File: src/rtl/i2s_mic_rx_stereo_if.sv
// Sample-side bus of the stereo I2S microphone receiver.
//   sample_l / sample_r : signed sample pair, two's complement
//   sample_valid        : a pair is held and has not been accepted yet
//   sample_ready        : the consumer accepts the pair on this clock
//   overrun             : sticky, a new frame replaced an unaccepted pair
//   dac_l / dac_r       : offset-binary top bits of the pair for the resistor DAC
// master = receiver side, slave = consumer side.
interface i2s_mic_rx_stereo_if #(
  parameter int SAMPLE_BITS = 24,
  parameter int OUT_BITS    = 4
);
  logic signed [SAMPLE_BITS-1:0] sample_l;
  logic signed [SAMPLE_BITS-1:0] sample_r;
  logic                          sample_valid;
  logic                          sample_ready;
  logic                          overrun;
  logic [OUT_BITS-1:0]           dac_l;
  logic [OUT_BITS-1:0]           dac_r;

  modport master (
    output sample_l, sample_r, sample_valid, overrun, dac_l, dac_r,
    input  sample_ready
  );

  modport slave (
    input  sample_l, sample_r, sample_valid, overrun, dac_l, dac_r,
    output sample_ready
  );
endinterface

File: src/rtl/i2s_mic_rx_stereo.sv
// I2S master receiver for one or two MEMS microphones sharing one data line.
// Generates the bit clock and word select from clk_25mhz, deserialises the
// left and right slots into signed samples and hands each pair out with a
// valid/ready handshake. The same pair also drives a small offset-binary DAC.
//
// Ports:
//   clk_25mhz  : sole clock
//   reset      : asynchronous, active-high
//   enable     : run request, sampled only in IDLE and at frame boundaries
//   ultrasonic : 0 = DIV_STD, 1 = DIV_US, latched at frame boundaries
//   mic_data   : serial data from the microphone(s)
//   mic_bclk   : bit clock out
//   mic_ws     : word select out, 0 = left, 1 = right
//   smp        : sample bus (pair, valid/ready, overrun, DAC codes)
module i2s_mic_rx_stereo #(
  parameter int DIV_STD     = 6,
  parameter int DIV_US      = 3,
  parameter int SLOT_BITS   = 32,
  parameter int SAMPLE_BITS = 24,
  parameter int OUT_BITS    = 4
) (
  input  logic clk_25mhz,
  input  logic reset,
  input  logic enable,
  input  logic ultrasonic,
  input  logic mic_data,
  output logic mic_bclk,
  output logic mic_ws,
  i2s_mic_rx_stereo_if.master smp
);

  localparam int FRAME   = 2 * SLOT_BITS;
  localparam int P_W     = $clog2(FRAME);
  localparam int DIV_MAX = (DIV_STD > DIV_US) ? DIV_STD : DIV_US;
  localparam int CNT_W   = (DIV_MAX > 1) ? $clog2(DIV_MAX) : 1;

  localparam logic [CNT_W-1:0] STD_LAST = CNT_W'(DIV_STD - 1);
  localparam logic [CNT_W-1:0] US_LAST  = CNT_W'(DIV_US - 1);

  localparam logic [P_W-1:0] P_LAST   = P_W'(FRAME - 1);
  localparam logic [P_W-1:0] WS_FIRST = P_W'(SLOT_BITS - 1);
  localparam logic [P_W-1:0] WS_LAST  = P_W'(FRAME - 2);
  localparam logic [P_W-1:0] L_FIRST  = P_W'(1);
  localparam logic [P_W-1:0] L_LAST   = P_W'(SAMPLE_BITS);
  localparam logic [P_W-1:0] R_FIRST  = P_W'(SLOT_BITS + 1);
  localparam logic [P_W-1:0] R_LAST   = P_W'(SLOT_BITS + SAMPLE_BITS);

  localparam logic [OUT_BITS-1:0] DAC_MSB = OUT_BITS'(1 << (OUT_BITS - 1));

  typedef enum logic {IDLE, RUN} state_t;

  // Offset-binary DAC code: keep the top OUT_BITS of the sample and flip the
  // sign bit so that zero maps to midscale.
  function automatic logic [OUT_BITS-1:0] dac_code(input logic signed [SAMPLE_BITS-1:0] s);
    logic [OUT_BITS-1:0] top;
    top = s[SAMPLE_BITS-1 -: OUT_BITS];
    return top ^ DAC_MSB;
  endfunction

  state_t                        state_q, state_d;
  logic [CNT_W-1:0]              cnt_q, cnt_d;
  logic                          bclk_q, bclk_d;
  logic                          ws_q, ws_d;
  logic [P_W-1:0]                p_q, p_d;
  logic                          us_q, us_d;
  logic signed [SAMPLE_BITS-1:0] shl_q, shl_d;
  logic signed [SAMPLE_BITS-1:0] shr_q, shr_d;
  logic signed [SAMPLE_BITS-1:0] sl_q, sl_d;
  logic signed [SAMPLE_BITS-1:0] sr_q, sr_d;
  logic                          vld_q, vld_d;
  logic                          ovr_q, ovr_d;
  logic [OUT_BITS-1:0]           dacl_q, dacl_d;
  logic [OUT_BITS-1:0]           dacr_q, dacr_d;

  logic [CNT_W-1:0] div_last;
  logic [P_W-1:0]   p_nxt;
  logic             rise;
  logic             fall;
  logic             publish;

  assign div_last = us_q ? US_LAST : STD_LAST;

  // Timing FSM: divider, bclk/ws generation, bit position, mode and run control.
  always_comb begin
    state_d = state_q;
    cnt_d   = cnt_q;
    bclk_d  = bclk_q;
    ws_d    = ws_q;
    p_d     = p_q;
    us_d    = us_q;
    p_nxt   = '0;
    rise    = 1'b0;
    fall    = 1'b0;
    publish = 1'b0;
    case (state_q)
      IDLE: begin
        cnt_d  = '0;
        bclk_d = 1'b0;
        ws_d   = 1'b0;
        p_d    = '0;
        if (enable) begin
          state_d = RUN;
          us_d    = ultrasonic;
        end
      end
      RUN: begin
        if (cnt_q == div_last) begin
          cnt_d  = '0;
          bclk_d = ~bclk_q;
          rise   = ~bclk_q;
          fall   = bclk_q;
        end else begin
          cnt_d = cnt_q + 1'b1;
        end
        if (fall) begin
          p_nxt = (p_q == P_LAST) ? '0 : p_q + 1'b1;
          p_d   = p_nxt;
          // WS leads the slot by one bit, so it switches at the last bit of
          // the previous slot.
          ws_d  = (p_nxt >= WS_FIRST) && (p_nxt <= WS_LAST);
          if (p_q == P_LAST) begin
            // Frame boundary: hand out the pair, re-read the rate and honour
            // a pending stop request.
            publish = 1'b1;
            us_d    = ultrasonic;
            if (!enable) begin
              state_d = IDLE;
            end
          end
        end
      end
      default: state_d = IDLE;
    endcase
  end

  // Capture, publish and handshake.
  always_comb begin
    shl_d  = shl_q;
    shr_d  = shr_q;
    sl_d   = sl_q;
    sr_d   = sr_q;
    dacl_d = dacl_q;
    dacr_d = dacr_q;
    vld_d  = vld_q;
    ovr_d  = ovr_q;
    if (rise && (p_q >= L_FIRST) && (p_q <= L_LAST)) begin
      shl_d = {shl_q[SAMPLE_BITS-2:0], mic_data};
    end
    if (rise && (p_q >= R_FIRST) && (p_q <= R_LAST)) begin
      shr_d = {shr_q[SAMPLE_BITS-2:0], mic_data};
    end
    if (vld_q && smp.sample_ready) begin
      vld_d = 1'b0;
    end
    if (publish) begin
      sl_d   = shl_q;
      sr_d   = shr_q;
      dacl_d = dac_code(shl_q);
      dacr_d = dac_code(shr_q);
      vld_d  = 1'b1;
      if (vld_q && !smp.sample_ready) begin
        ovr_d = 1'b1;
      end
    end
  end

  always_ff @(posedge clk_25mhz or posedge reset) begin
    if (reset) begin
      state_q <= IDLE;
      cnt_q   <= '0;
      bclk_q  <= 1'b0;
      ws_q    <= 1'b0;
      p_q     <= '0;
      us_q    <= 1'b0;
      sl_q    <= '0;
      sr_q    <= '0;
      vld_q   <= 1'b0;
      ovr_q   <= 1'b0;
      dacl_q  <= DAC_MSB;
      dacr_q  <= DAC_MSB;
    end else begin
      state_q <= state_d;
      cnt_q   <= cnt_d;
      bclk_q  <= bclk_d;
      ws_q    <= ws_d;
      p_q     <= p_d;
      us_q    <= us_d;
      sl_q    <= sl_d;
      sr_q    <= sr_d;
      vld_q   <= vld_d;
      ovr_q   <= ovr_d;
      dacl_q  <= dacl_d;
      dacr_q  <= dacr_d;
    end
  end

  // Shift registers are fully rewritten every frame before they are published,
  // so they carry no reset.
  always_ff @(posedge clk_25mhz) begin
    shl_q <= shl_d;
    shr_q <= shr_d;
  end

  assign mic_bclk         = bclk_q;
  assign mic_ws           = ws_q;
  assign smp.sample_l     = sl_q;
  assign smp.sample_r     = sr_q;
  assign smp.sample_valid = vld_q;
  assign smp.overrun      = ovr_q;
  assign smp.dac_l        = dacl_q;
  assign smp.dac_r        = dacr_q;

endmodule

File: src/flat_wrapper.sv
// flat-port wrapper written by rule: the top's interface ports become plain ports
module i2s_mic_rx_stereo_flat 
#(
  parameter int DIV_STD     = 6,
  parameter int DIV_US      = 3,
  parameter int SLOT_BITS   = 32,
  parameter int SAMPLE_BITS = 24,
  parameter int OUT_BITS    = 4
)
  (clk_25mhz, reset, enable, ultrasonic, mic_data, mic_bclk, mic_ws, smp_sample_l, smp_sample_r, smp_sample_valid, smp_overrun, smp_dac_l, smp_dac_r, smp_sample_ready);
  i2s_mic_rx_stereo_if #(.SAMPLE_BITS(SAMPLE_BITS), .OUT_BITS(OUT_BITS)) smp_i ();
  input  logic clk_25mhz;
  input  logic reset;
  input  logic enable;
  input  logic ultrasonic;
  input  logic mic_data;
  output logic mic_bclk;
  output logic mic_ws;
  output wire logic [$bits(smp_i.sample_l)-1:0] smp_sample_l;
  output wire logic [$bits(smp_i.sample_r)-1:0] smp_sample_r;
  output wire logic [$bits(smp_i.sample_valid)-1:0] smp_sample_valid;
  output wire logic [$bits(smp_i.overrun)-1:0] smp_overrun;
  output wire logic [$bits(smp_i.dac_l)-1:0] smp_dac_l;
  output wire logic [$bits(smp_i.dac_r)-1:0] smp_dac_r;
  input wire logic [$bits(smp_i.sample_ready)-1:0] smp_sample_ready;
  assign smp_sample_l = smp_i.sample_l;
  assign smp_sample_r = smp_i.sample_r;
  assign smp_sample_valid = smp_i.sample_valid;
  assign smp_overrun = smp_i.overrun;
  assign smp_dac_l = smp_i.dac_l;
  assign smp_dac_r = smp_i.dac_r;
  assign smp_i.sample_ready = smp_sample_ready;
  i2s_mic_rx_stereo #(.DIV_STD(DIV_STD), .DIV_US(DIV_US), .SLOT_BITS(SLOT_BITS), .SAMPLE_BITS(SAMPLE_BITS), .OUT_BITS(OUT_BITS)) u_core (.clk_25mhz(clk_25mhz), .reset(reset), .enable(enable), .ultrasonic(ultrasonic), .mic_data(mic_data), .mic_bclk(mic_bclk), .mic_ws(mic_ws), .smp(smp_i));
endmodule
File: config.mk
export PLATFORM = sky130hd
export DESIGN_NAME = i2s_mic_rx_stereo_flat
export DESIGN_NICKNAME = d
export VERILOG_FILES = /design/src/rtl/i2s_mic_rx_stereo_if.sv /design/src/rtl/i2s_mic_rx_stereo.sv /design/src/flat_wrapper.sv
export SDC_FILE = /design/constraint.sdc
export NUM_CORES = 1
export LEC_CHECK = 0
export BUFFER_PORTS_ARGS = -buffer_cell sky130_fd_sc_hd__buf_2
export CAP_MARGIN = 25
export CORE_MARGIN = 5
export CORE_UTILIZATION = 30
export CTS_CLUSTER_SIZE = 8
export DETAILED_ROUTE_END_ITERATION = 8
export GPL_TIMING_DRIVEN = 1
export HOLD_SLACK_MARGIN = 0.1
export PLACE_DENSITY = 0.49
export SKIP_CTS_REPAIR_TIMING = 1
export SKIP_LAST_GASP = 1
export SLEW_MARGIN = 10
export SYNTH_ARGS = -nofsm -noshare
export SYNTH_HDL_FRONTEND = slang
export SYNTH_SLANG_ARGS = --single-unit
File: constraint.sdc
create_clock -name clk_25mhz -period 4.4 [get_ports clk_25mhz]
set_input_delay 0.66 -clock clk_25mhz [delete_from_list [all_inputs] [get_ports clk_25mhz]]
set_output_delay 0.66 -clock clk_25mhz [all_outputs]
set_load 0.005 [all_outputs]
==> results of run 1 <==
==> metal layers <==
metal,GRT usage,wire length [um],share of wire,up-vias
li1,-,-,-,1327
met1,0.1443,4030,0.47,1317
met2,0.1705,3905,0.45,60
met3,0.04298,527,0.061,10
met4,0.04768,124,0.014,0
met5,0,0,0,-
==> Yosys cell counts, drive strengths merged <==
library cell,number
nand4,1
nand3b,1
and4b,1
nand3,3
nor3,3
or2,1
mux2i,1
ha,6
dfrtp,63
dfstp,2
edfxtp,48
xor2,3
a31oi,1
mux2,1
o31ai,1
clkinv,1
a21oi,8
o21ai,7
xnor2,1
or3,2
or4b,1
inv,6
a2bb2oi,1
a21boi,1
nand4bb,2
and3,3
nor2b,2
clkbuf,7
nor4,1
nand2,158
nand4b,2
buf,13
nor2,9
and4,1
==> layout make-up <==
cell class,count,area share
clock inverter,14,0.02722
sequential,113,0.5708
inverter,7,0.004885
tap,180,0.04187
clock buffer,18,0.07979
multi-input combinational,222,0.2028
timing repair buffer,70,0.07257
==> path summary, 6_finish.rpt <==
kind	cells past startpoint	slack, ns	to
max in group asynchronous	3	3.35	u_core.smp.dac_l[3]
worst min register to register	1	0.45	u_core.smp.dac_r[3]
worst min-delay path	2	0.30	u_core.smp.sample_r[4]
worst max register to register	6	1.82	u_core.us_q
min in group clk_25mhz	2	0.44	u_core.smp.sample_valid
worst max-delay path	6	1.82	u_core.us_q
==> where the power goes <==
part	total [uW]	switching (uW)	internal (uW)
combinational	221	119	102
sequential	1240	71.6	1170
clock	1320	451	874
total	2790	641	2140
==> worst max-delay path: stages, from the launching register on <==
cell,delay (ns)
dfrtp_1,0.46
ha_1,0.27
and3_1,0.20
and3_4,0.23
and4_2,0.85
a21oi_1,0.10
mux2_1,0.35
==> stage by stage <==
stage,area (um2),std cells,utilization
floorplan,4307,362,-
global placement,4761,590,0.3403
detailed placement,4776,591,0.3414
CTS,5351,623,0.3826
global route,5379,624,0.3845
finish,5379,624,0.3845
==> flip-flops by register name, indices dropped and copies added, names as in the netlist, 3 cells and up <==
register             count
u_core.shr_q            24
u_core.cnt_q             3
u_core.smp.sample_r     21
u_core.smp.dac_l         4
u_core.shl_q            24
u_core.p_q               6
u_core.smp.dac_r         4
u_core.smp.sample_l     21
==> cells by family (layout without fill, tap and decap cells) <==
kind of cell | Yosys count | count (layout) | share of synthesized area
buffers and inverters | 27 | 109 | 0.03573
muxes | 2 | 2 | 0.004939
adders and majority gates | 6 | 6 | 0.01743
and+or+nand+nor | 191 | 191 | 0.1955
AOI/OAI and AO/OA | 19 | 19 | 0.02528
xor gates and xnor gates | 4 | 4 | 0.008136
DFF | 113 | 113 | 0.7130
==> results.ini, run 1 <==
[run_status]
outcome=finished, final reports clean

[die]
ios=66
die-width_um=129.8
floorplan.die.height_um=129.8
die_outline_area_um2=16850
design.core.area_um2=13990
fp-row-count=43
floorplan.initialDensity=0.3079

[synth]
ys_seq_elements=113
yosys_warnings=0
synth.cell_area_um2=4307
yosysTopAreaCell=dfrtp_1
synth_top_area_frac=0.3661
synth_area_per_cell_um2=11.90
synth.distinct_cells=39
syn-instance-count=362
yosys-top-cells-area=dfrtp_1 (37%), edfxtp_1 (33%), nand2_1 (14%)
synth.yosys.seq_area_share=0.7130
postSynthNetCount=374

[sta]
tightest_slew_ns=0.9167
timing.hold.ws_ns=0.3027
worst_slack_ns=1.825
timing.clock.skew_ns=0.006470
setup-tns-final_ns=0
report.final.slew_viol_count=0
worst_slew_margin_rel=0.3889
finish_stage_setup_viols=0
timing.final.hold_violations=0
post-route-min-period_ns=2.575
max_freq_mhz=388.3
grt_setup_unrepaired=false
tcrit_tclk_final=0.5853

[detailed_routing]
routed_wirelength_um=8587
via_count=2714
drt_pre_antenna_iters=4
drcViolationCount=0
routed_wire_per_std_cell_um=13.76
detail-route-antenna-nets=0
detail_route.vias_per_cell=4.349
number_of_drc_markers_in_iteration_0=157

[place]
place.gp.congestion=0.7661
port-buffer-count=65
dp_hpwl_um=5606
worst_setup_timing_slack_at_the_placement_stage_ns=1.770

[power_and_ir_drop]
p_leak_uw=0.002605
design_power_total_uw=2786
max-vdd-ir-drop_v=0.0002915
power_density_nw_per_um2=517.9

[clock_network]
clock_latency_ns=0.41
cts.sink_count=113
clk_root_buffer_cell=clkbuf_16
clkTransAtPathRegs_ns=0.05
cts-root-to-sink-buffers=2
cts_inserted_buffers=17
tritoncts_clock_tree=built
cts.htree.levels=4

[global_route]
number_of_antenna_violations_at_the_first_check_in_global_routing=0
grt_use_total=0.1123
wire_length_of_the_first_global_routing_pass_um=14660
overflow=0
first_global_vias=2894
grt_start_max_net_pins=50

[run]
cap_violations=0

[critical_path]
cp.arrival_ns=2.86
critical_path.max_fanout=49
critical_setup_path_kind=register to register
critPathCaptureType=register
worst_setup_path_startpoint=u_core.p_q[0]
setup.worst_path.start_class=register
critPathRequiredTime_ns=4.69
worst_r2r_startpoint=u_core.p_q[0]

[finish]
multi_input_comb_area_um2=1091
layout.nets=443
diodes=0
area_growth_syn_to_layout_pct=24.90
layout_common_cells=nand2_1 (157), buf_2 (65), dfrtp_1 (63)
layout.cells.most_common=nand2_1
final-seq-area_um2=3070
drive_gt1_frac=0.2432
fill_cells=1411

[worst_hold_path]
worst_hold_path_type=primary input to asynchronous set/reset pin

Note: power is estimated with default switching activity, not from simulation.
==> inputs of run 2 (changes only) <==
--- a/config.mk
+++ b/config.mk
@@ -5,6 +5,7 @@
 export SDC_FILE = /design/constraint.sdc
 export NUM_CORES = 1
 export LEC_CHECK = 0
+export ABC_AREA = 1
 export BUFFER_PORTS_ARGS = -buffer_cell sky130_fd_sc_hd__buf_2
 export CAP_MARGIN = 25
 export CORE_MARGIN = 5
@@ -13,7 +14,7 @@
 export DETAILED_ROUTE_END_ITERATION = 8
 export GPL_TIMING_DRIVEN = 1
 export HOLD_SLACK_MARGIN = 0.1
-export PLACE_DENSITY = 0.49
+export PLACE_DENSITY = 0.5
 export SKIP_CTS_REPAIR_TIMING = 1
 export SKIP_LAST_GASP = 1
 export SLEW_MARGIN = 10
==> constraint.sdc (replaced) <==
create_clock -name clk_25mhz -period 2.35 [get_ports clk_25mhz]
set_input_delay 0.3525 -clock clk_25mhz [delete_from_list [all_inputs] [get_ports clk_25mhz]]
set_output_delay 0.3525 -clock clk_25mhz [all_outputs]
set_load 0.005 [all_outputs]
==> results.ini, run 2 <==
[critical_path]
setup.worst_path.start_class=register  ; unchanged
critPathCaptureType=register  ; unchanged
worst_r2r_startpoint=u_core.p_q[1]  ; was u_core.p_q[0]
cp.arrival_ns=2.07  ; was 2.86 ns
critical_setup_path_kind=register to register  ; unchanged
critPathRequiredTime_ns=2.42  ; was 4.69 ns
worst_setup_path_startpoint=u_core.p_q[1]  ; was u_core.p_q[0]
critical_path.max_fanout=24  ; was 49

[sta]
tcrit_tclk_final=0.8507  ; was 0.5853
grt_setup_unrepaired=false  ; unchanged
timing.clock.skew_ns=0.01214  ; was 0.006470 ns
finish_stage_setup_viols=0  ; unchanged
tightest_slew_ns=0.5529  ; was 0.9167 ns
setup-tns-final_ns=0  ; unchanged
report.final.slew_viol_count=0  ; unchanged
post-route-min-period_ns=1.999  ; was 2.575 ns
worst_slew_margin_rel=0.6308  ; was 0.3889
max_freq_mhz=500.2  ; was 388.3 MHz
timing.final.hold_violations=0  ; unchanged

[global_route]
grt_start_max_net_pins=43  ; was 50
grt_use_total=0.1112  ; was 0.1123
overflow=0  ; unchanged
first_global_vias=3069  ; was 2894
number_of_antenna_violations_at_the_first_check_in_global_routing=0  ; unchanged
wire_length_of_the_first_global_routing_pass_um=15750  ; was 14660 um

[detailed_routing]
detail-route-antenna-nets=0  ; unchanged
routed_wirelength_um=9382  ; was 8587 um
routed_wire_per_std_cell_um=14.37  ; was 13.76 um
drt_pre_antenna_iters=4  ; unchanged
drcViolationCount=0  ; unchanged
number_of_drc_markers_in_iteration_0=165  ; was 157
detail_route.vias_per_cell=4.524  ; was 4.349
via_count=2954  ; was 2714

[clock_network]
cts.sink_count=113  ; unchanged
clk_root_buffer_cell=clkbuf_16  ; unchanged
clock_latency_ns=0.40  ; was 0.41 ns
clkTransAtPathRegs_ns=0.05  ; about the same
cts_inserted_buffers=17  ; unchanged
cts.htree.levels=4  ; unchanged
tritoncts_clock_tree=built  ; unchanged
cts-root-to-sink-buffers=2  ; unchanged

[power_and_ir_drop]
max-vdd-ir-drop_v=0.0004282  ; was 0.0002915 V
p_leak_uw=0.002708  ; was 0.002605 uW
design_power_total_uw=4607  ; was 2786 uW
power_density_nw_per_um2=833.6  ; was 517.9 nW/um2

[synth]
postSynthNetCount=398  ; was 374
synth.cell_area_um2=4473  ; was 4307 um2
synth_area_per_cell_um2=11.59  ; was 11.90 um2
yosys_warnings=0  ; unchanged
synth_flop_cell=dfrtp_1  ; unchanged
post_synth_mux_area_share=0  ; was 0.004939
synth.yosys.seq_area_share=0.6864  ; was 0.7130
share_of_synthesized_registers_carrying_an_async_set_or_reset=0.5752  ; unchanged
largest_family_of_logic_cells_by_synthesized_area=simple AND/OR/NAND/NOR gates  ; unchanged
parity_gate_share_of_the_synthesized_area_counting_xor_and_xnor_cells=0.001958  ; was 0.008135
yosys-top-cells-area=dfrtp_1 (35%), edfxtp_1 (32%), nand2_1 (10%)  ; was dfrtp_1 (37%), edfxtp_1 (33%), nand2_1 (14%)
yosys.area_share.adder=0.01678  ; was 0.01743
synth_top_area_frac=0.3524  ; was 0.3661
share_of_synthesized_cell_area_in_and_or_nand_and_nor_gates=0.2006  ; was 0.1955
syn-instance-count=386  ; was 362
synth_most_common_cell=nand2_1  ; unchanged
ys_seq_elements=113  ; unchanged
edff_count_synth=48  ; unchanged
synth.distinct_cells=29  ; was 39
netlist_top_cells_count=nand2_1 (119), dfrtp_1 (63), nand3_1 (56), edfxtp_1 (48), inv_1 (21)  ; was nand2_1 (157), dfrtp_1 (63), edfxtp_1 (48), nor2_1 (9), a21oi_1 (8)
area_fraction_in_compound_gates_after_synthesis=0.03105  ; was 0.02528
yosysTopAreaCell=dfrtp_1  ; unchanged

[finish]
area_growth_syn_to_layout_pct=23.55  ; was 24.90%
finish.instance_area_um2=5527  ; was 5379 um2
utilization=0.3788  ; was 0.3845
largestRegisters=u_core.shl_q x24, u_core.shr_q x24  ; unchanged
layout_common_cells=nand2_1 (119), buf_2 (65), dfrtp_1 (63)  ; was nand2_1 (157), buf_2 (65), dfrtp_1 (63)
diodes=0  ; unchanged
layout.nets=468  ; was 443
drive_gt1_frac=0.2665  ; was 0.2432
fill_cells=1403  ; was 1411
layout.cells.most_common=nand2_1  ; unchanged

[worst_hold_path]
worst_hold_path_type=primary input to register  ; was primary input to asynchronous set/reset pin
hold_path.startpoint=mic_data

[place]
port-buffer-count=65  ; unchanged
placed_cell_area_um2=4931  ; was 4776 um2
place.gp.congestion=0.8228  ; was 0.7661
dp_hpwl_um=6185  ; was 5606 um

[die]
floorplan.initialDensity=0.3066  ; was 0.3079
design.core.area_um2=14590  ; was 13990 um2
die_outline_area_um2=17450  ; was 16850 um2
ios=66  ; unchanged
fp-row-count=44  ; was 43
die-width_um=132.1  ; was 129.8 um
floorplan.die.height_um=132.1  ; was 129.8 um

[run]
cap_violations=0  ; unchanged

[run_status]
outcome=finished, final reports clean  ; unchanged

## run 2: kinds of logic (layout without fill, tap and decap cells)
logic type / after synthesis / after routing
simple gates: 201 / 201
compound gates: 18 / 18
flops: 113 / 113
xor+xnor: 1 / 1
buf+inv: 47 / 130
fa+ha+maj: 6 / 6
## run 2: power breakdown
part           leakage, uW  total [uW]       switching, uW  internal, uW
clock             0.000284        2520                 881          1640
combinational      0.00111        32.9                25.1          7.81
sequential         0.00132        2050  0.0000000000000496          2050
## run 2: stage by stage
step	cells	hold slack [ns]	setup WS, ns
finish	653	0.1519	0.3508
global route	653	0.1314	0.2299
CTS	652	0.002289	0.3268
detailed placement	620	0.4172	0.3435
global placement	620	0.4122	0.4048
floorplan	386	0.3924	-0.6952
## run 2: area by class of cell
type / instances / area [um2] / area share
tap: 184 / 230.2 / 0.04166
timing repair buffer: 74 / 420.4 / 0.07607
multi-input combinational: 226 / 1130 / 0.2044
clock inverter: 9 / 107.6 / 0.01947
sequential: 113 / 3070 / 0.5556
clock buffer: 23 / 478.0 / 0.08648
inverter: 24 / 90.09 / 0.01630
## run 2: critical path, cell delays in order, from the launching register on
cell,delay (ns)
dfrtp_1,0.43
inv_1,0.18
ha_1,0.21
nor2_1,0.05
nand4_1,0.09
nand4_1,0.20
nor3_2,0.17
buf_4,0.33
## run 2: layer usage
layer	routed length (um)	share of wire	vias up	GRT usage
li1	-	-	1426	-
met1	4640	0.49	1441	0.1515
met2	4142	0.44	83	0.1634
met3	525	0.056	4	0.04275
met4	74	0.0079	0	0.03657
met5	0	0	-	0
## run 2: worst paths after layout
path | endpoint | slack, ns | depth (start not counted)
max | u_core.shr_q[0] | 0.35 | 7
min | u_core.shr_q[0] | 0.15 | 1
max reg2reg | u_core.shr_q[0] | 0.35 | 7
min reg2reg | u_core.smp.dac_r[3] | 0.42 | 1
max in group asynchronous | u_core.smp.dac_l[3] | 1.11 | 4
min in group asynchronous | u_core.smp.sample_r[4] | 0.55 | 3
